--- src/rtl/audio_pkg.sv ---
// rtl/audio_pkg.sv - shared types for the I2S audio transmit path
package audio_pkg;

  localparam int AUDIO_SAMPLE_W = 16;

  typedef logic signed [AUDIO_SAMPLE_W-1:0] audio_sample_t;

  typedef enum logic [1:0] {TX_IDLE, TX_RUN, TX_STOP} i2s_tx_state_t;

endpackage

--- src/rtl/i2s_audio_tx_if.sv ---
// rtl/i2s_audio_tx_if.sv - PCM sample handshake between tone source and I2S serializer
interface i2s_audio_tx_if
  import audio_pkg::*;
#(
  parameter int SAMPLE_W = AUDIO_SAMPLE_W
);

  logic [SAMPLE_W-1:0] sample_in;
  logic                sample_valid;
  logic                sample_ready;
  logic                sample_req;
  logic                underrun;

  modport master (
    output sample_in, sample_valid,
    input  sample_ready, sample_req, underrun
  );

  modport slave (
    input  sample_in, sample_valid,
    output sample_ready, sample_req, underrun
  );

endinterface

--- src/rtl/aud_bclk_gen.sv ---
// rtl/aud_bclk_gen.sv - BCLK divider with fall/rise strobes aligned to the BCLK edge cycle
module aud_bclk_gen #(
  parameter int BCLK_DIV = 4
) (
  input  logic clk,
  input  logic rst_n,
  input  logic run,
  output logic bclk,
  output logic fall_stb,
  output logic rise_stb
);

  localparam int CW = (BCLK_DIV > 1) ? $clog2(BCLK_DIV) : 1;

  logic [CW-1:0] cnt;
  logic          wrap;

  // Strobes are high in the clk whose edge toggles bclk, so registers
  // updated on the strobe change together with the BCLK edge.
  assign wrap     = run && (cnt == CW'(BCLK_DIV - 1));
  assign fall_stb = wrap && bclk;
  assign rise_stb = wrap && !bclk;

  always_ff @(posedge clk or negedge rst_n) begin
    if (!rst_n) begin
      cnt  <= '0;
      bclk <= 1'b0;
    end else if (!run) begin
      cnt  <= '0;
      bclk <= 1'b0;
    end else if (wrap) begin
      cnt  <= '0;
      bclk <= !bclk;
    end else begin
      cnt  <= cnt + 1'b1;
    end
  end

endmodule

--- src/rtl/i2s_audio_tx.sv ---
// rtl/i2s_audio_tx.sv - mono-to-stereo I2S serializer with one-entry holding register
// Optional saturating underrun counter port enabled by AUDIO_TX_UNDERRUN_CNT_EN.
module i2s_audio_tx
  import audio_pkg::*;
#(
  parameter int SAMPLE_W = AUDIO_SAMPLE_W,
  parameter int SLOT_W   = 16,
  parameter int BCLK_DIV = 4
) (
  input  logic          clk,
  input  logic          resetN,
  input  logic          enable,
  i2s_audio_tx_if.slave smp,
  output logic          AUD_BCLK,
  output logic          AUD_DACLRCK,
  output logic          AUD_DACDAT
`ifdef AUDIO_TX_UNDERRUN_CNT_EN
  ,
  output logic [7:0]    underrun_cnt
`endif
);

  localparam int PW = (SLOT_W > 1) ? $clog2(SLOT_W) : 1;

  i2s_tx_state_t       state;
  logic [PW-1:0]       pos;
  logic [PW-1:0]       pos_next;
  logic [SAMPLE_W-1:0] hold;
  logic [SAMPLE_W-1:0] shift;
  logic                full;
  logic                full_next;
  logic                fall_stb;
  logic                rise_stb;
  logic                wrap;
  logic                frame_start;
  logic                load;
  logic                drain;
  logic                bit_next;

  aud_bclk_gen #(.BCLK_DIV(BCLK_DIV)) u_bclk (
    .clk      (clk),
    .rst_n    (resetN),
    .run      (state != TX_IDLE),
    .bclk     (AUD_BCLK),
    .fall_stb (fall_stb),
    .rise_stb (rise_stb)
  );

  // A STOP frame that regains enable before its last fall simply continues.
  assign wrap        = fall_stb && AUD_DACLRCK && (pos == PW'(SLOT_W - 1));
  assign frame_start = ((state == TX_IDLE) && enable) ||
                       (wrap && ((state == TX_RUN) || enable));
  assign load        = smp.sample_valid && smp.sample_ready;
  assign drain       = frame_start && full;
  assign full_next   = load || (full && !drain);

  // One-BCLK I2S delay: slot position 0 still carries the last word's LSB.
  always_comb begin
    pos_next = (pos == PW'(SLOT_W - 1)) ? '0 : pos + 1'b1;
    bit_next = 1'b0;
    if (pos_next == '0) begin
      bit_next = shift[0];
    end else begin
      for (int i = 0; i < SAMPLE_W; i++) begin
        if (int'(pos_next) == SAMPLE_W - i) bit_next = shift[i];
      end
    end
  end

  always_ff @(posedge clk or negedge resetN) begin
    if (!resetN) begin
      state            <= TX_IDLE;
      pos              <= '0;
      AUD_DACLRCK      <= 1'b1;
      AUD_DACDAT       <= 1'b0;
      hold             <= '0;
      shift            <= '0;
      full             <= 1'b0;
      smp.sample_ready <= 1'b1;
      smp.sample_req   <= 1'b0;
      smp.underrun     <= 1'b0;
    end else begin
      smp.sample_req   <= drain;
      smp.underrun     <= frame_start && !full;
      full             <= full_next;
      smp.sample_ready <= !full_next;
      if (load)  hold  <= smp.sample_in;
      if (drain) shift <= hold;
      case (state)
        TX_IDLE: begin
          if (enable) begin
            state       <= TX_RUN;
            pos         <= '0;
            AUD_DACLRCK <= 1'b0;
            AUD_DACDAT  <= 1'b0;
          end
        end
        default: begin
          if (enable)               state <= TX_RUN;
          else if (state == TX_RUN) state <= TX_STOP;
          if (fall_stb) begin
            if (wrap && !frame_start) begin
              state      <= TX_IDLE;
              pos        <= '0;
              AUD_DACDAT <= 1'b0;
            end else begin
              pos        <= pos_next;
              AUD_DACDAT <= bit_next;
              if (pos_next == '0) AUD_DACLRCK <= !AUD_DACLRCK;
            end
          end
        end
      endcase
    end
  end

`ifdef AUDIO_TX_UNDERRUN_CNT_EN
  always_ff @(posedge clk or negedge resetN) begin
    if (!resetN) begin
      underrun_cnt <= 8'h00;
    end else if (frame_start && !full && (underrun_cnt != 8'hFF)) begin
      underrun_cnt <= underrun_cnt + 8'h01;
    end
  end
`endif

endmodule
--- src/flat_wrapper.sv ---
// flat-port wrapper written by rule: the top's interface ports become plain ports
module i2s_audio_tx_flat import audio_pkg::*;
#(
  parameter int SAMPLE_W = AUDIO_SAMPLE_W,
  parameter int SLOT_W   = 16,
  parameter int BCLK_DIV = 4
)
  (clk, resetN, enable, AUD_BCLK, AUD_DACLRCK, AUD_DACDAT, smp_sample_in, smp_sample_valid, smp_sample_ready, smp_sample_req, smp_underrun);
  i2s_audio_tx_if #(.SAMPLE_W(SAMPLE_W)) smp_i ();
  input  logic clk;
  input  logic resetN;
  input  logic enable;
  output logic AUD_BCLK;
  output logic AUD_DACLRCK;
  output logic AUD_DACDAT;
  input wire logic [$bits(smp_i.sample_in)-1:0] smp_sample_in;
  input wire logic [$bits(smp_i.sample_valid)-1:0] smp_sample_valid;
  output wire logic [$bits(smp_i.sample_ready)-1:0] smp_sample_ready;
  output wire logic [$bits(smp_i.sample_req)-1:0] smp_sample_req;
  output wire logic [$bits(smp_i.underrun)-1:0] smp_underrun;
  assign smp_i.sample_in = smp_sample_in;
  assign smp_i.sample_valid = smp_sample_valid;
  assign smp_sample_ready = smp_i.sample_ready;
  assign smp_sample_req = smp_i.sample_req;
  assign smp_underrun = smp_i.underrun;
  i2s_audio_tx #(.SAMPLE_W(SAMPLE_W), .SLOT_W(SLOT_W), .BCLK_DIV(BCLK_DIV)) u_core (.clk(clk), .resetN(resetN), .enable(enable), .smp(smp_i), .AUD_BCLK(AUD_BCLK), .AUD_DACLRCK(AUD_DACLRCK), .AUD_DACDAT(AUD_DACDAT));
endmodule
--- config.mk ---
export PLATFORM = sky130hd
export DESIGN_NAME = i2s_audio_tx_flat
export DESIGN_NICKNAME = d
export VERILOG_FILES = /design/src/rtl/audio_pkg.sv /design/src/rtl/i2s_audio_tx_if.sv /design/src/rtl/aud_bclk_gen.sv /design/src/rtl/i2s_audio_tx.sv /design/src/flat_wrapper.sv
export SDC_FILE = /design/constraint.sdc
export NUM_CORES = 1
export LEC_CHECK = 0
export BUFFER_PORTS_ARGS = -buffer_cell sky130_fd_sc_hd__buf_2
export CORE_ASPECT_RATIO = 0.5
export CORE_UTILIZATION = 30
export CTS_CLUSTER_SIZE = 24
export DETAILED_ROUTE_END_ITERATION = 12
export GPL_TIMING_DRIVEN = 0
export SLEW_MARGIN = 10
export SYNTH_ARGS = -nofsm -noshare
export SYNTH_HDL_FRONTEND = slang
export SYNTH_SLANG_ARGS = --single-unit
--- constraint.sdc ---
create_clock -name clk -period 2.6 [get_ports clk]
set_clock_uncertainty 0.15 [all_clocks]
set_input_delay 0.78 -clock clk [delete_from_list [all_inputs] [get_ports clk]]
set_output_delay 0.78 -clock clk [all_outputs]
set_load 0.005 [all_outputs]
# Yosys cells after proc, flatten, opt, wreduce, memory -nomap -nowiden
# Index checks and enable logic that the tools add are counted.
[word_totals]
wordCells = 101
out_inout_bits = 6
ff_bits = 47
[op_classes]
add_sub_neg = 2
n_reduce_logical = 27
eq_ne = 21
muxes = 39
[op_table]
columns = ["operator", "count"]
rows = [
  ["$eq A4 B4 Y1 const B", 9],
  ["$mux W1", 26],
  ["$mux W4", 5],
  ["$eq A4 B3 Y1 const B", 4],
  ["$mux W2", 8],
  ["$logic_and A1 B1 Y1", 11],
  ["$eq A4 B2 Y1 const B", 2],
  ["$logic_not A1 Y1", 6],
  ["$reduce_bool A2 Y1", 3],
  ["$add A4 B1 Y4 const B", 1],
  ["$eq A4 B1 Y1 const B", 1],
  ["$logic_not A4 Y1", 1],
  ["$ne A2 B1 Y1 const B", 2],
  ["$reduce_and A4 Y1", 1],
  ["$logic_or A1 B1 Y1", 3],
  ["$add A2 B1 Y2 const B", 1],
  ["$eq A2 B1 Y1 const B", 1],
  ["$eq A2 B2 Y1 const B", 1],
  ["$logic_not A2 Y1", 1],
  ["$ne A2 B2 Y1 const B", 1],
  ["$reduce_and A2 Y1", 1],
]

# Longest topological paths before layout
# Gate-level depths: netlist of run 1.
[logic_depth]
ltp_word = 22
ltp_mapped = 7
ltp_nobuf = 7

# Cells and area by module
# Synthesis of run 1 repeated with hierarchy kept, for this count alone.
[unflattened]
hier_cells = 174
area_unflattened_um2 = 2174.6
[modules_own_cells]
columns = ["mod", "area_per_inst_um2", "instances", "cells_each"]
rows = [
  ["i2s_audio_tx", 2039.5, 1, 163],
  ["aud_bclk_gen", 135.1, 1, 11],
]

# Least setup slack after synthesis of run 1
# Ideal clock, no wire load.
[synth_path]
path_kind = "input to register"
start = "in enable"
end = "reg u_core.shift[10]"
path_buffers = 2
path_stages = 4
setup_slack_ns = 0.544
arrival_ns = 1.781
required_time_ns = 2.325
cell_sequence = "clkbuf_1 > o221ai_4 > buf_6 > mux2_4"
[synth_via]
elab_chain_cells = 4
word_cells_on_any_way = 5
cone_classes = "5 x reduce/logical"
[synth_rtl]
columns = ["element", "line", "rtl"]
rows = [
  ["start: declaration", "flat_wrapper.sv:12", "input logic enable;"],
  ["$logic_or A1 B1 Y1", "i2s_audio_tx.sv:52", "(wrap && ((state == TX_RUN) || enable));"],
  ["$logic_and A1 B1 Y1", "i2s_audio_tx.sv:52", ""],
  ["$logic_or A1 B1 Y1 *", "i2s_audio_tx.sv:51", "assign frame_start = ((state == TX_IDLE) && enable) ||"],
  ["$logic_and A1 B1 Y1 *", "i2s_audio_tx.sv:54", "assign drain = frame_start && full;"],
  ["end signal: assignment", "i2s_audio_tx.sv:88", "if (drain) shift <= hold;"],
  ["end: declaration", "i2s_audio_tx.sv:29", "logic [SAMPLE_W-1:0] shift;"],
]
# Mark *: on every way between the ends. The rest lies on a longest branch, timed or not.
# A chain may end at the register's enable or synchronous reset.

# Final worst setup path of run 1
[layout_path]
start = "reg u_core.pos[0]"
end = "reg u_core.AUD_DACDAT"
[layout_via]
elab_chain_cells = 22
word_cells_on_any_way = 43
cone_classes = "1 x add/sub; 16 x eq/ne; 20 x mux; 6 x reduce/logical"
[layout_rtl]
columns = ["element", "line", "rtl"]
rows = [
  ["start: declaration", "i2s_audio_tx.sv:26", "logic [PW-1:0] pos;"],
  ["start signal: assignment", "i2s_audio_tx.sv:107", "pos <= pos_next;"],
  ["$add A4 B1 Y4 / $eq A4 B4 Y1 (equally long branches)", "i2s_audio_tx.sv:59, i2s_audio_tx.sv:50", ""],
  ["$mux W4", "i2s_audio_tx.sv:59", "pos_next = (pos == PW'(SLOT_W - 1)) ? '0 : pos + 1'b1;"],
  ["$eq A4 B1 Y1", "i2s_audio_tx.sv:65", "if (int'(pos_next) == SAMPLE_W - i) bit_next = shift[i];"],
  ["$mux W1 (15 in a row)", "i2s_audio_tx.sv:65", ""],
  ["$mux W1", "i2s_audio_tx.sv:61", "if (pos_next == '0) begin"],
  ["$mux W1 *", "i2s_audio_tx.sv:102", "if (wrap && !frame_start) begin"],
  ["$mux W1 *", "i2s_audio_tx.sv:101", "if (fall_stb) begin"],
  ["$mux W1 *", "i2s_audio_tx.sv:89", "case (state)"],
  ["end signal: assignment", "i2s_audio_tx.sv:108", "AUD_DACDAT <= bit_next;"],
  ["end: declaration", "i2s_audio_tx.sv:16", "output logic AUD_DACDAT"],
]
# Mark *: on every way between the ends. The rest lies on a longest branch, timed or not. The select of a mux whose other input is x is not followed.

==> flow_summary.json, run 1 <==
{
  "status": "finished clean",
  "worst_r2r_endpoint": "u_core.AUD_DACDAT",
  "layout_commonest_cell": "dfrtp_1",
  "headroom_to_the_max_slew_limit": 0.307,
  "clock_sink_count": 47,
  "synthesis.yosys.warnings": 0,
  "synth_nets": 193,
  "worstSetupEndpointType": "register",
  "async_reset_ff_frac": 1.00,
  "num_antenna_cells": 0,
  "synth-seq-cells": 47,
  "ios": 26,
  "detail-route-antenna-nets": 0,
  "cts-root-to-sink-buffers": 2,
  "clk_pin_slew_worst_paths_ps": 60,
  "tritoncts.num_buffers": 5,
  "fraction_of_layout_cells_with_a_size_suffix_above_1": 0.380,
  "worst_path_most_repeated_cell": "o311a_1",
  "core_um2": 6860,
  "yosysTopAreaCell": "dfrtp_1",
  "grt_first_pass_wirelength_um": 6690,
  "global_route.overflow_total": 0,
  "worst_r2r_path_depth": 7,
  "setup_repair_after_global_routing_missed_its_margin": "no",
  "grt_usage": 0.114,
  "hold_viol": 0,
  "synth_flop_cell": "dfrtp_1",
  "max_freq_mhz": 439,
  "worst-endpoint-arrival_ps": 2300,
  "die_x_um": 123,
  "reg2reg_setup_slack_ps": 320,
  "layout-area-overhead-vs-synth_pct": 18.6,
  "static-leakage-power_nw": 1.19,
  "period_share": 0.876,
  "synth_cell_types": 44,
  "die_height_um": 62.3,
  "critical_path_startpoint_category": "register",
  "pwr_density_cell_nw_per_um2": 1040,
  "post-dp-hpwl_um": 2810,
  "route.detailed.vias_per_inst": 4.64,
  "std_cell_rows": 21,
  "crit_required_ps": 2620,
  "finalSetupTns_ps": 0,
  "post_synth_instance_area_um2": 2180,
  "endpoint": "u_core.AUD_DACDAT",
  "synthDominantCellAreaShare": 0.517,
  "setup-violations-final": 0,
  "place_congestion": 0.805,
  "via_count": 1355,
  "drt_first_pass_iters": 4,
  "drt-wirelength-per-cell_um": 13.3,
  "insertion_delay_ps": 290,
  "floorplan.initialDensity": 0.318,
  "postSynthCellCount": 168,
  "place_area_um2": 2410,
  "port_buffers": 24,
  "worst-slew-pin-transition_ps": 1040,
  "crit_path_kind": "reg -> reg",
  "antenna_violations_before_repair": 0,
  "worstPathMaxFanout": 8,
  "postSynthAreaPerCell_um2": 13.0,
  "worst_path_max_delay_cell": "dfrtp_1",
  "drc": 0,
  "yosys-top-cells-area": "dfrtp_1 52%, mux2_2 12%, mux2_4 6.2%",
  "cts_repair_resize_count": 0,
  "count_of_flip_flops_with_a_built_in_enable_after_synthesis": 0,
  "max_capacitance_violation_count": 0,
  "start_of_the_worst_register_to_register_path": "u_core.pos[0]",
  "cts_tree": "yes",
  "hold_buffers": 0,
  "die-area_um2": 7630,
  "worstHoldPathType": "reg -> reg",
  "cts_root_buf": "clkbuf_16",
  "grt_max_degree": 48,
  "routed_wl_um": 3880,
  "slowest_delay_ps": 500,
  "period_needed_ps": 2280,
  "drt-initial-drc-count": 67,
  "vdd_ir_drop_max_v": 0.000329,
  "proportion_of_synthesized_chip_area_in_sequential_cells": 0.541,
  "h_tree_lvls": 2,
  "first_global_vias": 1435,
  "layout.cells.most_common_list": "45 x dfrtp_1, 26 x buf_2, 23 x mux2_2",
  "maxSlewViolCount": 0,
  "nNetsFinal": 224,
  "final_design_area_no_fill_um2": 2580,
  "worst_setup_path_startpoint": "u_core.pos[0]",
  "path_cells": "inv_1 -> ha_1 -> a211oi_1 -> o21ai_0 -> o311a_1 -> o32a_1 -> o311a_1",
  "post_cts.repair.setup_buffers": 0
}
-- cell usage after synthesis, types with 2 or more instances --
library cell and count:
xnor2_1 4, nand4_1 2, clkbuf_1 2, nand2_1 11
dfstp_2 2, nor2b_1 5, a21oi_1 6, ha_1 5
buf_2 2, inv_1 5, mux2_4 9, dfrtp_1 45
a211oi_1 4, o21ai_0 5, mux2_2 23, o311a_1 2
nor3_1 2, nand3b_1 3, nor2_1 6
-- worst max-delay path: cells and delay by family (launching register included) --
family	cells	cell delay [ps]
buffers and inverters	1	110
flip-flops	1	500
AO/OA/AOI/OAI	5	1100
adder cells (fa/ha/maj)	1	310
-- power breakdown --
| group | internal (W) | total [W] | leakage (nW) | switching [W] |
|---|---|---|---|---|
| registers | 0.00105 | 0.00123 | 0.567 | 0.000186 |
| clock network | 0.000453 | 0.000719 | 0.0838 | 0.000266 |
| logic | 0.000453 | 0.000740 | 0.537 | 0.000287 |
-- through the flow --
step / power (W) / std cells / util / setup WS (ps) / hold slack [ps]
detailed placement: 0.00200 / 284 / 0.352 / 228 / 286
CTS: 0.00273 / 292 / 0.377 / 327 / 294
global placement: 0.00195 / 284 / 0.352 / 265 / 280
global route: 0.00288 / 292 / 0.377 / 154 / 306
finish: 0.00269 / 292 / 0.377 / 321 / 290
floorplan: 0.00179 / 168 / - / 544 / 269
-- layer usage --
layer / wire, um / vias up / track usage
met4: 70 / 0 / 0.0549
li1: - / 666 / -
met2: 1690 / 19 / 0.166
met5: 0 / - / 0
met3: 146 / 9 / 0.0322
met1: 1970 / 661 / 0.155
-- worst min path at each step --
stage	start	endpoint	slack, ps	cells past startpoint
final	u_core.u_bclk.cnt[0]	u_core.u_bclk.cnt[0]	290	1
after floorplan	u_core.u_bclk.cnt[0]	u_core.u_bclk.cnt[0]	270	1
after detailed placement	u_core.u_bclk.cnt[0]	u_core.u_bclk.cnt[0]	290	1
after CTS	u_core.u_bclk.cnt[0]	u_core.u_bclk.cnt[0]	290	1
after global routing	u_core.u_bclk.cnt[0]	u_core.u_bclk.cnt[0]	310	1
after global placement	u_core.u_bclk.cnt[0]	u_core.u_bclk.cnt[0]	280	1
-- registers in the layout, indices dropped and copies added (netlist names), 2 cells and up --
name and count:
u_core.shift 16, u_core.state 2, u_core.hold 16, u_core.pos 4, u_core.u_bclk.cnt 2
-- cell families (layout without fill, tap and decap cells) --
group | after synthesis | after routing | share of synthesized area
flip-flops | 47 | 47 | 0.541
adder cells (fa/ha/maj) | 5 | 5 | 0.0287
multiplexers | 33 | 33 | 0.186
XOR/XNOR | 4 | 4 | 0.0161
AND/OR/NAND/NOR | 37 | 37 | 0.0925
buffers and inverters | 12 | 44 | 0.0270
AO/OA/AOI/OAI | 30 | 30 | 0.109
-- layout make-up --
type / count / area, um^2
buffer: 6 / 36.3
clock buffer: 5 / 125
clock inverter: 3 / 43.8
fill: 644 / 4280
inverter: 6 / 22.5
multi-input combinational: 109 / 941
sequential: 47 / 1180
tap: 92 / 115
timing repair buffer: 24 / 120
Note: power is estimated with default switching activity, not from simulation.
==> inputs of run 2 (changes only) <==
==> constraint.sdc (replaced) <==
create_clock -name clk -period 2.4 [get_ports clk]
set_clock_uncertainty 0.15 [all_clocks]
set_input_delay 0.72 -clock clk [delete_from_list [all_inputs] [get_ports clk]]
set_output_delay 0.72 -clock clk [all_outputs]
set_load 0.005 [all_outputs]
==> flow_summary.json, run 2 (same netlist as run 1, synthesis figures left out) <==
{
  "pwr_density_cell_nw_per_um2": 1130,
  "port_buffers": 24,
  "drt-wirelength-per-cell_um": 13.3,
  "core_um2": 6860,
  "static-leakage-power_nw": 1.19,
  "drc": 0,
  "grt_usage": 0.114,
  "layout.cells.most_common_list": "44 x dfrtp_1, 26 x buf_2, 23 x mux2_2",
  "via_count": 1355,
  "routed_wl_um": 3880,
  "crit_path_kind": "reg -> reg",
  "global_route.overflow_total": 0,
  "die-area_um2": 7630,
  "hold_buffers": 0,
  "floorplan.initialDensity": 0.318,
  "post_cts.repair.setup_buffers": 0,
  "layout-area-overhead-vs-synth_pct": 18.6,
  "hold_viol": 0,
  "drt_first_pass_iters": 4,
  "fraction_of_layout_cells_with_a_size_suffix_above_1": 0.385,
  "sequential_cell_area_um2": 1180,
  "setup-violations-final": 0,
  "largestRegisters": "u_core.hold x16, u_core.shift x16, u_core.pos x4",
  "critical_path_startpoint_category": "register",
  "first_global_vias": 1435,
  "cts_root_buf": "clkbuf_16",
  "worstSetupEndpointType": "register",
  "period_share": 0.928,
  "place_congestion": 0.805,
  "clock_sink_count": 47,
  "maxSlewViolCount": 0,
  "setup_repair_after_global_routing_missed_its_margin": "no",
  "detail-route-antenna-nets": 0,
  "std_cell_rows": 21,
  "num-fill-cells": 643,
  "worst-endpoint-arrival_ps": 2250,
  "worstPathMaxFanout": 8,
  "grt_first_pass_wirelength_um": 6690,
  "post-dp-hpwl_um": 2810,
  "die_height_um": 62.3,
  "final_design_area_no_fill_um2": 2580,
  "status": "finished clean",
  "ios": 26,
  "final_core_util": 0.377,
  "max_capacitance_violation_count": 0,
  "period_needed_ps": 2230,
  "max_freq_mhz": 449,
  "h_tree_lvls": 2,
  "finalSetupTns_ps": 0,
  "die_x_um": 123,
  "fin_worst_hold_slack_ps": 290,
  "grt_max_degree": 48,
  "route.detailed.vias_per_inst": 4.64,
  "num_antenna_cells": 0,
  "drt-initial-drc-count": 67,
  "antenna_violations_before_repair": 0,
  "insertion_delay_ps": 290,
  "nNetsFinal": 224,
  "crit_required_ps": 2420,
  "area_occupied_by_multi_input_gates_um2": 941,
  "tritoncts.num_buffers": 5,
  "worst-slew-pin-transition_ps": 1040,
  "layout_commonest_cell": "dfrtp_1",
  "place_area_um2": 2410,
  "worstHoldPathType": "reg -> reg",
  "cts_tree": "yes",
  "vdd_ir_drop_max_v": 0.000357,
  "headroom_to_the_max_slew_limit": 0.307,
  "cts-root-to-sink-buffers": 2,
  "clk_pin_slew_worst_paths_ps": 60
}
-- run 2: cell count changes in the layout (fill, tap and decap cells not counted) --
| cell | previous run | this run |
|---|---|---|
| dfrtp_1 | 45 | 44 |
| dfrtp_2 | 0 | 1 |
-- run 2: final timing paths --
| path | depth (start not counted) | start | to | slack (ps) |
|---|---|---|---|---|
| max in group asynchronous | 1 | resetN | u_core.pos[0] | 940 |
| hold / removal | 1 | u_core.u_bclk.cnt[0] | u_core.u_bclk.cnt[0] | 290 |
| min in group asynchronous | 1 | resetN | u_core.smp.underrun | 460 |
| setup reg to reg | 7 | u_core.pos[1] | u_core.AUD_DACDAT | 170 |
| setup / recovery | 7 | u_core.pos[1] | u_core.AUD_DACDAT | 170 |
| hold reg to reg | 1 | u_core.u_bclk.cnt[0] | u_core.u_bclk.cnt[0] | 290 |
-- run 2: cell type report --
class                   count  area share
well taps                  92      0.0446
clock buffers               5      0.0484
plain buffers               6      0.0140
inverters                   6     0.00872
repair buffers             24      0.0465
clock inverters             3      0.0169
flip-flops and latches     47       0.457
multi-input cells         109       0.364
-- run 2: repair_timing --
item                                   CTS  global route
setup endpoints to repair                0             1
resized for setup                        0             1
endpoints found under the hold margin    0             0
-- run 2: stage by stage --
step / setup slack, ps / std cells / power, W
finish: 173 / 292 / 0.00292
global route: 17.3 / 292 / 0.00312
CTS: 127 / 292 / 0.00296
detailed placement: 87.6 / 284 / 0.00216
global placement: 125 / 284 / 0.00211
floorplan: 367 / 168 / 0.00194
-- run 2: power breakdown --
part           leakage, nW  internal (W)  switching (W)
sequential           0.565       0.00113       0.000202
combinational        0.537      0.000491       0.000311
clock               0.0838      0.000491       0.000288
total                 1.19       0.00212       0.000801
-- run 2: critical path, stage by stage (launching register included) --
cell and delay, ps:
dfrtp_1 460, inv_1 100, ha_1 270, a211oi_1 200
o21ai_0 130, o311a_1 140, o32a_1 330, o311a_1 320
-- run 2: routing by layer --
metal / up-vias / GRT usage / wire [um]
met2: 19 / 0.166 / 1690
met3: 9 / 0.0322 / 146
met1: 661 / 0.155 / 1970
met5: - / 0 / 0
li1: 666 / - / -
met4: 0 / 0.0549 / 70
